**config.mk**
```make
export PLATFORM = sky130hd
export DESIGN_NAME = gecko_xor_flat
export DESIGN_NICKNAME = d
export VERILOG_FILES = /design/src/rtl/gecko_pkg.sv /design/src/rtl/gecko_xor_if.sv /design/src/rtl/gecko_ks_fifo.sv /design/src/rtl/gecko_xor.sv /design/src/flat_wrapper.sv
export SDC_FILE = /design/constraint.sdc
export NUM_CORES = 1
export LEC_CHECK = 0
export CORE_ASPECT_RATIO = 1.25
export CORE_MARGIN = 1
export CORE_UTILIZATION = 51
export DETAILED_ROUTE_END_ITERATION = 12
export PLACE_DENSITY = 0.86
export SYNTH_ARGS = -nofsm -noshare
export SYNTH_HDL_FRONTEND = slang
export SYNTH_SLANG_ARGS = --single-unit
```
**constraint.sdc**
```tcl
create_clock -name clk -period 4.2 [get_ports clk]
set_clock_uncertainty 0.15 [all_clocks]
set_input_delay 0.63 -clock clk [delete_from_list [all_inputs] [get_ports clk]]
set_output_delay 0.63 -clock clk [all_outputs]
set_load 0.02 [all_outputs]
```
**src/rtl/gecko_pkg.sv**
```systemverilog
// -----------------------------------------------------------------------------
// gecko_pkg
// Shared types and constants for the gecko keystream XOR datapath.
//   fetch_state_e    : keystream fetch FSM states (IDLE, ACK)
//   KS_DEPTH_DEFAULT : default keystream FIFO depth in bytes
//   byte_t           : one data/keystream byte
// -----------------------------------------------------------------------------
package gecko_pkg;

  localparam int KS_DEPTH_DEFAULT = 2;

  typedef logic [7:0] byte_t;

  typedef enum logic {
    IDLE = 1'b0,  // waiting for gecko to offer a byte
    ACK  = 1'b1   // byte captured, ks_next held until gecko drops ready
  } fetch_state_e;

endpackage

```
**src/rtl/gecko_xor_if.sv**
```systemverilog
// -----------------------------------------------------------------------------
// gecko_xor_if
// Bundles the three handshakes around gecko_xor.
//   ks_ready/ks_data/ks_next     : keystream byte handshake with gecko
//   in_valid/in_ready/in_data    : ciphertext byte stream into the block
//   out_valid/out_ready/out_data : plaintext byte stream out of the block
// Modports: slave = the gecko_xor view, master = the surrounding environment.
// -----------------------------------------------------------------------------
interface gecko_xor_if;
  import gecko_pkg::*;

  logic  ks_ready;
  byte_t ks_data;
  logic  ks_next;
  logic  in_valid;
  logic  in_ready;
  byte_t in_data;
  logic  out_valid;
  logic  out_ready;
  byte_t out_data;

  modport slave (
    input  ks_ready, ks_data, in_valid, in_data, out_ready,
    output ks_next, in_ready, out_valid, out_data
  );

  modport master (
    output ks_ready, ks_data, in_valid, in_data, out_ready,
    input  ks_next, in_ready, out_valid, out_data
  );

endinterface

```
**src/rtl/gecko_ks_fifo.sv**
```systemverilog
// -----------------------------------------------------------------------------
// gecko_ks_fifo
// Synchronous FIFO buffering prefetched keystream bytes.
//   clk, rst_n : clock, asynchronous active-low reset (empties the FIFO)
//   push/wdata : write a byte (ignored when full unless a pop happens too)
//   pop        : drop the head byte (ignored when empty)
//   head       : current oldest byte
//   count      : occupancy, 0..DEPTH
//   full/empty : occupancy flags
// DEPTH must be a power of two so the pointers wrap by plain overflow.
// -----------------------------------------------------------------------------
module gecko_ks_fifo
  import gecko_pkg::*;
#(
  parameter int DEPTH = KS_DEPTH_DEFAULT
) (
  input  logic                   clk,
  input  logic                   rst_n,
  input  logic                   push,
  input  byte_t                  wdata,
  input  logic                   pop,
  output byte_t                  head,
  output logic [$clog2(DEPTH):0] count,
  output logic                   full,
  output logic                   empty
);

  localparam int                AW         = $clog2(DEPTH);
  localparam logic [AW:0]       FULL_COUNT = (AW+1)'(DEPTH);

  byte_t         mem_q [DEPTH];
  byte_t         mem_d [DEPTH];
  logic [AW-1:0] wr_ptr_q, wr_ptr_d;
  logic [AW-1:0] rd_ptr_q, rd_ptr_d;
  logic [AW:0]   count_q, count_d;
  logic          do_push, do_pop;

  assign full  = (count_q == FULL_COUNT);
  assign empty = (count_q == '0);
  assign count = count_q;
  assign head  = mem_q[rd_ptr_q];

  // When full, a simultaneous pop frees the slot the push overwrites
  // (wr_ptr == rd_ptr), and the popped head is consumed this cycle.
  assign do_push = push && (!full || pop);
  assign do_pop  = pop && !empty;

  // NOTE: every signal assigned here gets a default first, so no path
  // leaves it unassigned and no latch is inferred.
  always_comb begin
    mem_d    = mem_q;
    wr_ptr_d = wr_ptr_q;
    rd_ptr_d = rd_ptr_q;
    count_d  = count_q;
    if (do_push) begin
      mem_d[wr_ptr_q] = wdata;
      wr_ptr_d        = wr_ptr_q + 1'b1;
    end
    if (do_pop) begin
      rd_ptr_d = rd_ptr_q + 1'b1;
    end
    case ({do_push, do_pop})
      2'b10:   count_d = count_q + 1'b1;
      2'b01:   count_d = count_q - 1'b1;
      default: count_d = count_q;
    endcase
  end

  // NOTE: state registers use non-blocking assignments so every flop
  // samples the pre-edge values regardless of process ordering.
  always_ff @(posedge clk or negedge rst_n) begin
    if (!rst_n) begin
      wr_ptr_q <= '0;
      rd_ptr_q <= '0;
      count_q  <= '0;
    end else begin
      wr_ptr_q <= wr_ptr_d;
      rd_ptr_q <= rd_ptr_d;
      count_q  <= count_d;
    end
  end

  // NOTE: storage is not reset; resetting the pointers and count already
  // makes the contents unreachable, and unreset storage maps to plain RAM.
  always_ff @(posedge clk) begin
    mem_q <= mem_d;
  end

endmodule

```
**src/rtl/gecko_xor.sv**
```systemverilog
// -----------------------------------------------------------------------------
// gecko_xor
// Keystream XOR datapath behind a gecko keystream generator. Prefetches
// keystream bytes into gecko_ks_fifo and XORs every accepted input byte with
// the oldest buffered keystream byte (decrypt and encrypt are the same op).
//   clk, rst_n : clock, asynchronous active-low reset shared with gecko
//   bus        : gecko_xor_if.slave (keystream, input and output handshakes)
//   bytes      : 32-bit count of output transfers, wraps; only present when
//                GECKO_XOR_COUNT_EN is defined
// Parameter KS_DEPTH: keystream FIFO depth, power of two, 2..16.
// -----------------------------------------------------------------------------
module gecko_xor
  import gecko_pkg::*;
#(
  parameter int KS_DEPTH = KS_DEPTH_DEFAULT
) (
  input  logic        clk,
  input  logic        rst_n,
  gecko_xor_if.slave  bus
`ifdef GECKO_XOR_COUNT_EN
  ,
  output logic [31:0] bytes
`endif
);

  localparam int CW = $clog2(KS_DEPTH) + 1;

  fetch_state_e  state_q, state_d;
  logic          out_valid_q, out_valid_d;
  byte_t         out_data_q, out_data_d;

  logic          fifo_push, fifo_pop, fifo_full, fifo_empty;
  byte_t         fifo_head;
  logic [CW-1:0] fifo_count;
  logic          in_ready, xfer;

  gecko_ks_fifo #(.DEPTH(KS_DEPTH)) u_ks_fifo (
    .clk   (clk),
    .rst_n (rst_n),
    .push  (fifo_push),
    .wdata (bus.ks_data),
    .pop   (fifo_pop),
    .head  (fifo_head),
    .count (fifo_count),
    .full  (fifo_full),
    .empty (fifo_empty)
  );

  // Datapath: in_ready depends only on registered state and out_ready,
  // never on in_valid.
  always_comb begin
    in_ready    = (fifo_count != '0) && (!out_valid_q || bus.out_ready);
    xfer        = bus.in_valid && in_ready;
    fifo_pop    = xfer && !fifo_empty;
    out_valid_d = out_valid_q;
    out_data_d  = out_data_q;
    if (xfer) begin
      out_data_d  = bus.in_data ^ fifo_head;
      out_valid_d = 1'b1;
    end else if (bus.out_ready) begin
      out_valid_d = 1'b0;
    end
  end

  // Fetch FSM: capture one byte per gecko ready window. ACK lasts until
  // gecko drops ready, which only happens on its own clock-enable edge.
  always_comb begin
    state_d   = state_q;
    fifo_push = 1'b0;
    case (state_q)
      IDLE: begin
        if (bus.ks_ready && (!fifo_full || fifo_pop)) begin
          fifo_push = 1'b1;
          state_d   = ACK;
        end
      end
      ACK: begin
        if (!bus.ks_ready) begin
          state_d = IDLE;
        end
      end
      default: state_d = IDLE;
    endcase
  end

  always_ff @(posedge clk or negedge rst_n) begin
    if (!rst_n) begin
      state_q     <= IDLE;
      out_valid_q <= 1'b0;
      out_data_q  <= 8'h00;
    end else begin
      state_q     <= state_d;
      out_valid_q <= out_valid_d;
      out_data_q  <= out_data_d;
    end
  end

  // ks_next is high exactly while in ACK: it rises the cycle after capture
  // and falls the cycle after ready is sampled low.
  assign bus.ks_next   = (state_q == ACK);
  assign bus.in_ready  = in_ready;
  assign bus.out_valid = out_valid_q;
  assign bus.out_data  = out_data_q;

`ifdef GECKO_XOR_COUNT_EN
  logic [31:0] bytes_q, bytes_d;

  always_comb begin
    bytes_d = bytes_q;
    if (out_valid_q && bus.out_ready) begin
      bytes_d = bytes_q + 32'd1;
    end
  end

  always_ff @(posedge clk or negedge rst_n) begin
    if (!rst_n) begin
      bytes_q <= '0;
    end else begin
      bytes_q <= bytes_d;
    end
  end

  assign bytes = bytes_q;
`endif

endmodule

```
**src/flat_wrapper.sv**
```systemverilog
// flat-port wrapper written by rule: the top's interface ports become plain ports
module gecko_xor_flat import gecko_pkg::*;
#(
  parameter int KS_DEPTH = KS_DEPTH_DEFAULT
)
  (clk, rst_n, bus_ks_ready, bus_ks_data, bus_in_valid, bus_in_data, bus_out_ready, bus_ks_next, bus_in_ready, bus_out_valid, bus_out_data);
  gecko_xor_if bus_i ();
  input  logic clk;
  input  logic rst_n;
  input wire logic [$bits(bus_i.ks_ready)-1:0] bus_ks_ready;
  input wire logic [$bits(bus_i.ks_data)-1:0] bus_ks_data;
  input wire logic [$bits(bus_i.in_valid)-1:0] bus_in_valid;
  input wire logic [$bits(bus_i.in_data)-1:0] bus_in_data;
  input wire logic [$bits(bus_i.out_ready)-1:0] bus_out_ready;
  output wire logic [$bits(bus_i.ks_next)-1:0] bus_ks_next;
  output wire logic [$bits(bus_i.in_ready)-1:0] bus_in_ready;
  output wire logic [$bits(bus_i.out_valid)-1:0] bus_out_valid;
  output wire logic [$bits(bus_i.out_data)-1:0] bus_out_data;
  assign bus_i.ks_ready = bus_ks_ready;
  assign bus_i.ks_data = bus_ks_data;
  assign bus_i.in_valid = bus_in_valid;
  assign bus_i.in_data = bus_in_data;
  assign bus_i.out_ready = bus_out_ready;
  assign bus_ks_next = bus_i.ks_next;
  assign bus_in_ready = bus_i.in_ready;
  assign bus_out_valid = bus_i.out_valid;
  assign bus_out_data = bus_i.out_data;
  gecko_xor #(.KS_DEPTH(KS_DEPTH)) u_core (.clk(clk), .rst_n(rst_n), .bus(bus_i));
endmodule
```
==> impl_metrics.py <==
metrics = {
    "worst_hold_path": {
        "min_path_type": "reg -> reg",
        "hold_path_end": "u_core.u_ks_fifo.count[1]$_DFFE_PN0P_",
        "hold_start": "u_core.u_ks_fifo.count[1]$_DFFE_PN0P_",
        "holdPathStages": 1,
    },
    "synthesis": {
        "avgSynthCellArea_sq_um": 16.48,
        "synth_top_area_share_pct": 38.36,
        "yosys_warnings": 0,
        "synthTopCellsByArea": "edfxtp_1 (38%), dfrtp_1 (28%), mux2_4 (8.4%), xnor2_1 (8.4%), mux2i_1 (6.4%)",
        "synth_nets": 98,
        "yosysTopAreaCell": "edfxtp_1",
        "synthesis.area_sq_um": 1252,
        "yosysSeqAreaShare_pct": 66.33,
        "ys_types": 19,
        "ys_ff_latch": 30,
        "synthCells": 76,
    },
    "cts": {
        "clk_path_buf_depth": 2,
        "clk_pin_slew_ns": 0.10,
        "postCtsResizedCells": 0,
        "ctsHtreeMaxLevel": 2,
        "cts_tree": "done",
        "clockRootBuffer": "clkbuf_4",
        "clk_latency_ns": 0.33,
        "post_cts_buffers": 0,
        "cts_inserted_buffers": 5,
        "clock-sinks": 30,
        "holdBufCountCts": 0,
    },
    "timing": {
        "rsz0062_at_grt": "false",
        "worstMarginPinSlew_ns": 0.6693,
        "setup_viol": 0,
        "period_needed_ns": 2.732,
        "hold_viol": 0,
        "finalSetupTns_ns": 0,
        "worst_slack_ns": 1.468,
        "fmax_mhz": 366.0,
        "relSlewSlack_pct": 55.21,
        "finalCritPeriodShare_pct": 65.06,
        "drv_slew": 0,
    },
    "global_routing": {
        "grt_pass1_wl_mm": 2.987,
        "gr-usage-met2_pct": 27.38,
        "grt-busiest-layer": "met2",
        "grt-ovfl-total": 0,
        "grt_max_degree": 15,
        "antenna_found_initial": 0,
        "grtUsageTotal_pct": 17.16,
        "use_met1_pct": 17.87,
        "grtUsageMet3_pct": 5.696,
        "grt_pass1_vias": 711,
    },
    "floorplan": {
        "rows": 19,
        "die_w_um": 46.33,
        "io_pins": 32,
        "start_util_pct": 55.46,
        "die_h_um": 57.41,
        "coreArea_sq_um": 2258,
        "die_area_sq_um": 2659,
    },
    "setup_path": {
        "path_class": "in -> out",
        "cp-end-kind": "primary output",
        "path_cells": "clkdlybuf4s50_1, nand2b_2, o21a_2, clkdlybuf4s50_1",
        "path_common_cell": "clkdlybuf4s50_1",
        "cp_slowest_cell": "clkdlybuf4s50_1",
        "regToRegSetupSlack_ns": 2.26,
        "r2r_start": "u_core.u_ks_fifo.count[0]$_DFFE_PN0P_",
        "critPathLaunchType": "input port",
        "r2r_cells": 4,
        "cpPeakStageDelay_ns": 0.59,
        "r2r-end": "u_core.u_ks_fifo.mem_q[8]$_DFFE_PP_",
        "required_ns": 3.42,
        "startpoint": "bus_out_ready",
        "crit_arrival_ns": 1.95,
        "crit_path_max_fanout": 3,
    },
    "drt": {
        "drtAntennaViolNets": 0,
        "via_per_inst": 4.757,
        "wl_per_cell_um": 12.98,
        "wirelength_mm": 1.869,
        "drtIter0Drc": 9,
        "vias": 685,
        "dr.pass1.iters": 2,
        "drc": 0,
    },
    "cells_and_area": {
        "postLayoutCoreUtil_pct": 72.30,
        "layout-area-overhead-vs-synth_pct": 30.37,
        "num_antenna_cells": 0,
        "nets": 134,
        "num-fill-cells": 150,
        "drive_gt1_share_pct": 15.93,
    },
    "placed_design": {
        "io_buffers": 31,
        "gp_congestion": 0.7176,
        "place_ws_ns": 1.467,
        "dp_hpwl_mm": 1.437,
    },
    "pwr": {
        "ir_worst_vdd_mv": 0.4061,
        "p_leak_nw": 0.6561,
        "total_power_mw": 1.061,
        "p_per_area_nw_per_um2": 650.0,
    },
    "job": {
        "drv_cap": 0,
    },
    "outcome": {
        "status": "complete, no violations",
    },
}
## cell families (layout without fill, tap and decap cells)
family	count (synthesis)	after routing	share of synthesized area, %
AOI/OAI and AO/OA	3	3	1.698
xor gates and xnor gates	13	13	9.091
adders and majority gates	1	1	0.9988
buffers and inverters	5	42	2.697
DFF	30	30	66.33
muxes	16	16	15.68
and+or+nand+nor	8	8	3.497
## worst max-delay path: cells and delay by family
family	cells	cell delay, ns
simple gates	1	0.13
compound gates	1	0.15
buf+inv	2	1.04
## area by class of cell
cell class	count	area, sq um	area share [%]
multi-input combinational	41	387.9	23.75
sequential	30	830.8	50.88
clock buffer	5	37.54	2.299
timing repair buffer	31	310.3	19.00
tap	31	38.79	2.375
clock inverter	3	16.27	0.9962
inverter	3	11.26	0.6897
## cell usage after synthesis, drive strengths merged
cell	count
a21boi	1
a21oi	1
buf	2
dfrtp	14
edfxtp	16
ha	1
inv	3
mux2	8
mux2i	8
nand2	2
nand2b	2
nand3b	1
nor2	3
o21a	1
xnor2	12
xor2	1
## per-stage QoR
stage | area [sq um] | instances | hold slack (ns)
6_report | 1633 | 144 | 0.3550
5_1_grt | 1633 | 144 | 0.3737
4_1_cts | 1633 | 144 | 0.3547
3_5_place_dp | 1579 | 136 | 0.3388
3_3_place_gp | 1579 | 136 | 0.3297
2_1_floorplan | 1252 | 76 | 0.1844
## routing by layer
metal / part of all wire, % / vias to the layer above / wire length, um
met5: 0 / - / 0
met4: 1.6 / 0 / 29
met3: 5.4 / 4 / 101
met2: 53 / 22 / 991
met1: 40 / 322 / 747
li1: - / 337 / -
## sequential cells by signal, summed over array words and instances (netlist names)
name                       flops
u_core.bus.out_data            8
u_core.u_ks_fifo.rd_ptr_q      1
u_core.u_ks_fifo.mem_q        16
u_core.u_ks_fifo.wr_ptr_q      1
u_core.bus.ks_next             1
u_core.bus.out_valid           1
u_core.u_ks_fifo.count         2
## worst max-delay path by stage
stage | endpoint | slack [ns] | cells after the start
floorplan | u_core.u_ks_fifo.count[1]$_DFFE_PN0P_ | 2.15 | 8
global placement | bus_in_ready | 1.47 | 4
detailed placement | bus_in_ready | 1.47 | 4
CTS | bus_in_ready | 1.46 | 4
global route | bus_in_ready | 1.42 | 4
finish | bus_in_ready | 1.47 | 4
## power by group
group          leakage (nW)  internal [mW]  switching (mW)
Sequential            0.311          0.402          0.0665
Combinational         0.316          0.254           0.181
Clock                0.0286         0.0621          0.0949
## cell usage in the layout (no fill, tap or decap), drive strengths merged
cell / count
mux2: 8
a21boi: 1
dfrtp: 14
nor2: 3
inv: 3
xor2: 1
clkdlybuf4s50: 31
clkinv: 2
xnor2: 12
nand3b: 1
ha: 1
o21a: 1
mux2i: 8
clkbuf: 5
edfxtp: 16
nand2: 2
nand2b: 2
clkinvlp: 1
a21oi: 1
No activity file was read; power rests on OpenSTA's default activity.
